File: config.mk
export PLATFORM = sky130hd
export DESIGN_NAME = tile_board_ram
export DESIGN_NICKNAME = d
export VERILOG_FILES = /design/src/rtl/tile_board_ram.sv
export SDC_FILE = /design/constraint.sdc
export NUM_CORES = 1
export LEC_CHECK = 0
export CELL_PAD_IN_SITES_DETAIL_PLACEMENT = 1
export CELL_PAD_IN_SITES_GLOBAL_PLACEMENT = 2
export CORE_ASPECT_RATIO = 0.75
export CORE_MARGIN = 2
export CORE_UTILIZATION = 37
export CTS_CLUSTER_SIZE = 8
export DETAILED_ROUTE_END_ITERATION = 16
export GPL_TIMING_DRIVEN = 0
export PLACE_DENSITY = 0.8
export SETUP_SLACK_MARGIN = 0.15
export SYNTH_ARGS = -nofsm -noshare
export SYNTH_HDL_FRONTEND = slang
export SYNTH_SLANG_ARGS = --single-unit
File: constraint.sdc
create_clock -name clk -period 2.6 [get_ports clk]
set_input_delay 0.26 -clock clk [delete_from_list [all_inputs] [get_ports clk]]
set_output_delay 0.26 -clock clk [all_outputs]
set_load 0.02 [all_outputs]
File: src/rtl/tile_board_ram.sv
// Multi-port tile-colour board memory with 1-cycle registered reads and a built-in
// sequencer that reloads the whole board from a selectable start layout.
module tile_board_ram #(
    parameter int DATA_W      = 8,
    parameter int ADDR_W      = 4,
    parameter int DEPTH       = 16,
    parameter int NUM_PORTS   = 3,
    parameter int NUM_LAYOUTS = 2,
    parameter int LSEL_W      = (NUM_LAYOUTS > 1) ? $clog2(NUM_LAYOUTS) : 1
) (
    input  logic                          clk,
    input  logic                          resetn,
    input  logic                          load_req,
    input  logic [LSEL_W-1:0]             load_sel,
    output logic                          busy,
    output logic                          load_done,
    input  logic [NUM_PORTS*ADDR_W-1:0]   addr,
    input  logic [NUM_PORTS*DATA_W-1:0]   wdata,
    input  logic [NUM_PORTS-1:0]          we,
    output logic [NUM_PORTS*DATA_W-1:0]   rdata,
    output logic                          collision
);

    typedef enum logic {ST_LOAD, ST_IDLE} state_t;

    localparam logic [7:0] L0 [16] = '{
        8'h3C, 8'hC8, 8'hE0, 8'hE0, 8'hD0, 8'h8C, 8'hF0, 8'h0C,
        8'hC8, 8'hD0, 8'hF0, 8'h70, 8'h8C, 8'h70, 8'h3C, 8'h0C
    };

    // Layout k is the base table rotated by 5*k entries; 4-bit truncation gives mod 16.
    function automatic logic [DATA_W-1:0] layout(input logic [LSEL_W-1:0] k,
                                                 input logic [ADDR_W-1:0] i);
        logic [3:0] t;
        t = 4'(32'(i) + 32'd5 * 32'(k));
        return DATA_W'(L0[t]);
    endfunction

    state_t                        state_q, state_d;
    logic [ADDR_W-1:0]             idx_q, idx_d;
    logic [LSEL_W-1:0]             lsel_q, lsel_d;
    logic                          load_done_q, load_done_d;
    logic [NUM_PORTS*DATA_W-1:0]   rdata_q, rdata_d;
    logic                          collision_q, collision_d;
    logic                          load_we;
    logic [NUM_PORTS-1:0]          port_we;

    logic [DATA_W-1:0] mem [DEPTH];

    always_comb begin
        state_d     = state_q;
        idx_d       = idx_q;
        lsel_d      = lsel_q;
        load_done_d = 1'b0;
        rdata_d     = '0;
        collision_d = 1'b0;
        load_we     = 1'b0;
        port_we     = '0;
        case (state_q)
            ST_LOAD: begin
                load_we = 1'b1;
                idx_d   = idx_q + ADDR_W'(1);
                if (idx_q == ADDR_W'(DEPTH - 1)) begin
                    state_d     = ST_IDLE;
                    load_done_d = 1'b1;
                end
            end
            ST_IDLE: begin
                if (load_req) begin
                    state_d = ST_LOAD;
                    idx_d   = '0;
                    lsel_d  = (32'(load_sel) < 32'(NUM_LAYOUTS)) ? load_sel : '0;
                end else begin
                    port_we = we;
                    for (int p = 0; p < NUM_PORTS; p++) begin
                        rdata_d[p*DATA_W +: DATA_W] = mem[addr[p*ADDR_W +: ADDR_W]];
                        for (int q = p + 1; q < NUM_PORTS; q++) begin
                            if (we[p] && we[q] &&
                                addr[p*ADDR_W +: ADDR_W] == addr[q*ADDR_W +: ADDR_W])
                                collision_d = 1'b1;
                        end
                    end
                end
            end
            default: state_d = ST_LOAD;
        endcase
    end

    always_ff @(posedge clk or posedge resetn) begin
        if (resetn) begin
            state_q     <= ST_LOAD;
            idx_q       <= '0;
            lsel_q      <= '0;
            load_done_q <= 1'b0;
            rdata_q     <= '0;
            collision_q <= 1'b0;
        end else begin
            state_q     <= state_d;
            idx_q       <= idx_d;
            lsel_q      <= lsel_d;
            load_done_q <= load_done_d;
            rdata_q     <= rdata_d;
            collision_q <= collision_d;
        end
    end

    // Later ports overwrite earlier ones on a shared address, so the highest index wins.
    always_ff @(posedge clk) begin
        if (load_we)
            mem[idx_q] <= layout(lsel_q, idx_q);
        for (int p = 0; p < NUM_PORTS; p++) begin
            if (port_we[p])
                mem[addr[p*ADDR_W +: ADDR_W]] <= wdata[p*DATA_W +: DATA_W];
        end
    end

    assign busy      = (state_q == ST_LOAD);
    assign load_done = load_done_q;
    assign rdata     = rdata_q;
    assign collision = collision_q;

endmodule

After elaboration in Yosys (flattened, before gate mapping)
Memory sizes are Yosys's and may differ from the RTL's.
Cells that the tools add are included.
Widths: inputs -> output; s select.

word-level totals
  register bits = 32
  bits in writable memories = 128
  ROM bits = 128
  input port bits = 43
  output and inout bits = 27
  logic and storage cells = 54
  memories kept = 2

memory list
  memory            words  width  read ports  clocked after memory_dff  wr ports  RTL line  source
  (name not given)  16     8      1           0                         0         36        return DATA_W'(L0[t]);
  mem               16     8      3           0                         3         48        logic [DATA_W-1:0] mem [DEPTH];

cells by class
  add/sub/neg operators = 2
  multipliers = 1
  $lt $le $gt $ge = 1
  equality and inequality tests = 5
  muxes and demuxes = 27
  bitwise gates (word level) = 2
  reductions and logical operators = 8

operators by type and width
  operator             number
  $mux 24              2
  $mux 8               3
  $mux 1               16
  $eq 4x4->1           3
  $mux 4               2
  $pmux 4 s2           1
  $reduce_or 8->1      1
  $logic_and 1x1->1    6
  $mux 3               2
  $ge 5x5->1 const B   1
  $not 4->5            1
  $add 4x1->4 const B  1
  $add 4x4->4          1
  $eq 4x4->1 const B   1
  $mul 3x1->4 const A  1
  $ne 2x2->1 const B   1
  $pmux 1 s2           1
  $reduce_and 2->1     1
  $not 1->1            1

Depth between registers and ports, before layout
  depth in word-level cells = 7
  depth in mapped cells = 9
  depth with buffers taken out = 8

Worst setup path before layout
No wires, ideal clock.

  path kind = register to register
  start point = register idx_q[0]
  end point = memory mem[10][4], data pin
  library setup time = 0.275 ns
  arrival time = 2.230 ns
  data required time = 2.325 ns
  setup slack = 0.095 ns
  cell stages (with the launch flop) = 10
  path buffers = 1
  period minus slack after synthesis = 2.505 ns
  path through = dfrtp_1 ha_1 ha_1 inv_1 ha_1 inv_1 mux4_2 nor2_4 buf_12 o31ai_2

RTL lines
  item                      RTL line  source
  start: declaration        40        logic [ADDR_W-1:0] idx_q, idx_d;
  start signal: assignment  99        idx_q <= idx_d;
  end: declaration          48

==> summary.md <==
| Metric | Value |
|---|---|
| Status | finished, violations left |
| Failing checks | negative setup slack |
| Seq/Total Area, Yosys | between 40 and 50% |
| Worst slew margin | about a quarter |
| Layout Nets | roughly 1200 |
| Total CTS buffers | 17 |
| Initial antenna violation count | 4 |
| Pwr Total | approximately 22000 µW |
| Initial core utilization | around 38% |
| Post-DP HPWL | 39100 µm |
| Syn Area/Cell | 11.5 µm² |
| Syn Std Cell Area | approximately 0.011 mm² |
| Crit path cell chain | ha_4 > clkinvlp_4 > ha_4 > inv_1 > mux4_2 > nor2_4 > buf_12 > buf_4 > o31ai_2 |
| WP data arrival | between 2 and 3 ns |
| Worst VDD drop | 0.802 mV |
| Final hold viol count | 0 |
| Crit Path Max Fanout | 6 |
| Gpl congestion | 1.01 |
| CTS root buf | clkbuf_16 |
| Htree depth | 4 |
| First-pass DRT Iterations | 5 |
| Slew @ Worst Pin | ~1.1 ns |
| Area contributors post-synth | edfxtp_1 (34%), mux4_2 (24%), dfrtp_1 (7.0%) |
| Die Area | 0.0323 mm² |
| Yosys warning count | 0 |
| Post-synth top area share | around 34% |
| WS Path Type | reg2reg |
| Yosys cell types | 54 |
| Vias in the first global route | 9808 |
| Drt wl/cell | between 30 and 40 µm |
| CTS tree | done |
| Clk Latency, worst-skew pair | about 0.44 ns |
| Setup Skew | approximately 0.015 ns |
| CP Capture Type | register |
| Post-Syn Instances | about 1000 |
| RSZ-0062 raised after global routing | yes |
| Placed cell count | between 1000 and 1500 |
| Routed via count | ~10000 |
| Final Max Slew Viols | 0 |
| Max Clk Rate | 378 MHz |
| Most Frequent Cell on Critical Path | ha_4 |
| Flops & latches, synth | between 150 and 200 |
| DRT antenna net count | 0 |
| Final setup margin | -0.0453 ns |
| Final WL | about 52000 µm |
| Share of post-route cells with drive strength above 1 | 34.7% |
| Clock sink count | 160 |
| Max_cap viols | 0 |
| Final setup vio count | 1 |
| Clk pin slew, worst setup/hold paths | 0.07 ns |
| Synth area leader | edfxtp_1 |
| # fillers | between 3000 and 4000 |
| Initial drt markers | around 1500 |
| Synth-to-Final Area Change | 29.3% |
| I/O pin count | 70 |
| Critical Path Start Type | register |
| Die span in x | approximately 210 µm |
| Dpl ws | -1.32 ns |
| Total gr overflow | 0 |
| Dpl cell area | ~0.012 mm² |
| Hold WC Path Type | in2reg |
| Post-synth top flop | edfxtp_1 |
| Commonest cells after routing, fill and taps aside | edfxtp_1 (128), mux4_2 (122), nand2_1 (101) |
| Worst path max stage delay | 0.52 ns |
| Critical Path RT | between 2 and 3 ns |
| DRC viols | 0 |
| Period utilisation layout | 102% |
| Vias per cell | ~7 |
| CTS Buffer Depth | 2 |
| Hold slack | between 0.3 and 0.4 ns |
| Final std cells w/o fill | 1523 |
| Die Ht | 156 µm |
| Core area | slightly above 0.03 mm² |
| PwrDens | roughly 1500 mW/mm² |
| P_leak | 0.00486 µW |
| Commonest non-fill, non-tap cell in the layout | edfxtp_1 |
| First-pass GRT wire length | between 70000 and 80000 µm |
| Post-route design area | roughly 0.015 mm² |
| Post-synth EDFFs | approximately 130 |
| GRT Overall Usage | 31.5% |
| FFs w/ async S/R, synth | about 20% |
| Worst-path cell with the longest stage delay | o31ai_2 |
| Clock period minus worst slack | 2.65 ns |
| # rows | 55 |
| Largest net degree at the start of global routing | 33 |
| Port-buffer cells | 45 |
| Syn nets | roughly 1000 |
==> power by group <==
part           total (µW)  internal, µW  switching, µW  leakage (µW)
sequential           5240          4510            727       0.00161
combinational       14500          6640           7850       0.00297
clock                2470          1270           1200      0.000277
==> Yosys cell counts (all sizes together) (33+ instances only) <==
cell type  number
a21oi          35
a22oi          49
a31oi          54
buf            39
clkbuf         63
edfxtp        128
mux4          122
nand2         103
nor2           73
nor3           33
o21ai          37
o22ai          48
o31ai          33
==> flip-flops by register name (all words and copies together), names as in the netlist <==
| register | count |
|---|---|
| state_q | 1 |
| rdata | 24 |
| idx_q | 4 |
| mem | 128 |
| lsel_q | 1 |
| collision | 1 |
| load_done | 1 |
==> worst max-delay path: cells and delay by family (launching register included) <==
family | cells | cell delay [ns]
muxes | 1 | 0.25
and+or+nand+nor | 1 | 0.05
adders and majority gates | 2 | 0.57
buffers and inverters | 4 | 0.53
AOI/OAI and AO/OA | 1 | 0.52
DFF | 1 | 0.44
==> path summary, 6_finish.rpt <==
check                      startpoint        end  slack, ns  cells after the start
setup reg to reg               lsel_q  mem[0][4]      -0.05                      9
max in group asynchronous      resetn    state_q       1.42                      2
min in group asynchronous      resetn     lsel_q       0.42                      2
hold / removal              wdata[11]  mem[2][3]       0.37                      3
setup / recovery               lsel_q  mem[0][4]      -0.05                      9
hold reg to reg                lsel_q     lsel_q       0.60                      1
==> metal layers <==
| layer | vias up | track usage, % | share of wire [%] |
|---|---|---|---|
| li1 | 4210 | - | - |
| met1 | 5293 | 46.5 | 40 |
| met2 | 783 | 43.7 | 42 |
| met3 | 110 | 10.5 | 14 |
| met4 | 4 | 9.25 | 3.2 |
| met5 | - | 0 | 0.059 |
==> layout make-up <==
| class | count | area, µm² | share of cell area (%) |
|---|---|---|---|
| multi-input combinational | 720 | 7370 | 49.9 |
| sequential | 160 | 4650 | 31.4 |
| timing repair buffer | 98 | 1100 | 7.45 |
| buffer | 102 | 543 | 3.67 |
| tap | 399 | 499 | 3.38 |
| clock buffer | 17 | 425 | 2.88 |
| clock inverter | 15 | 141 | 0.956 |
| inverter | 11 | 50.0 | 0.338 |
| antenna | 1 | 2.50 | 0.0169 |
==> cells by family (layout without fill, tap and decap cells) <==
group           after synthesis  in the layout  synth area share (%)
compound gates              263            263                  15.5
xor+xnor                     15             15                  1.31
fa+ha+maj                    10             10                  1.09
buf+inv                     113            243                  4.39
flops                       160            160                  40.6
mux                         128            128                  24.6
other cells                   0              1                     0
simple gates                304            304                  12.6
==> through the flow <==
stage | TNS, ns | utilization, %
floorplan | 0 | -
global placement | -186.90 | 40.9
detailed placement | -197.46 | 40.9
CTS | 0 | 46.0
global route | -0.0660 | 48.8
finish | -0.0453 | 48.8
==> timing repair <==
action | in CTS | in global routing
pin swaps | 14 | 27
endpoints found under the setup margin | 257 | 232
gates cloned | 1 | 4
hold buffers | 0 | 0
setup buffers | 25 | 23
gates resized for setup | 149 | 115
No activity file was read; power rests on OpenSTA's default activity.
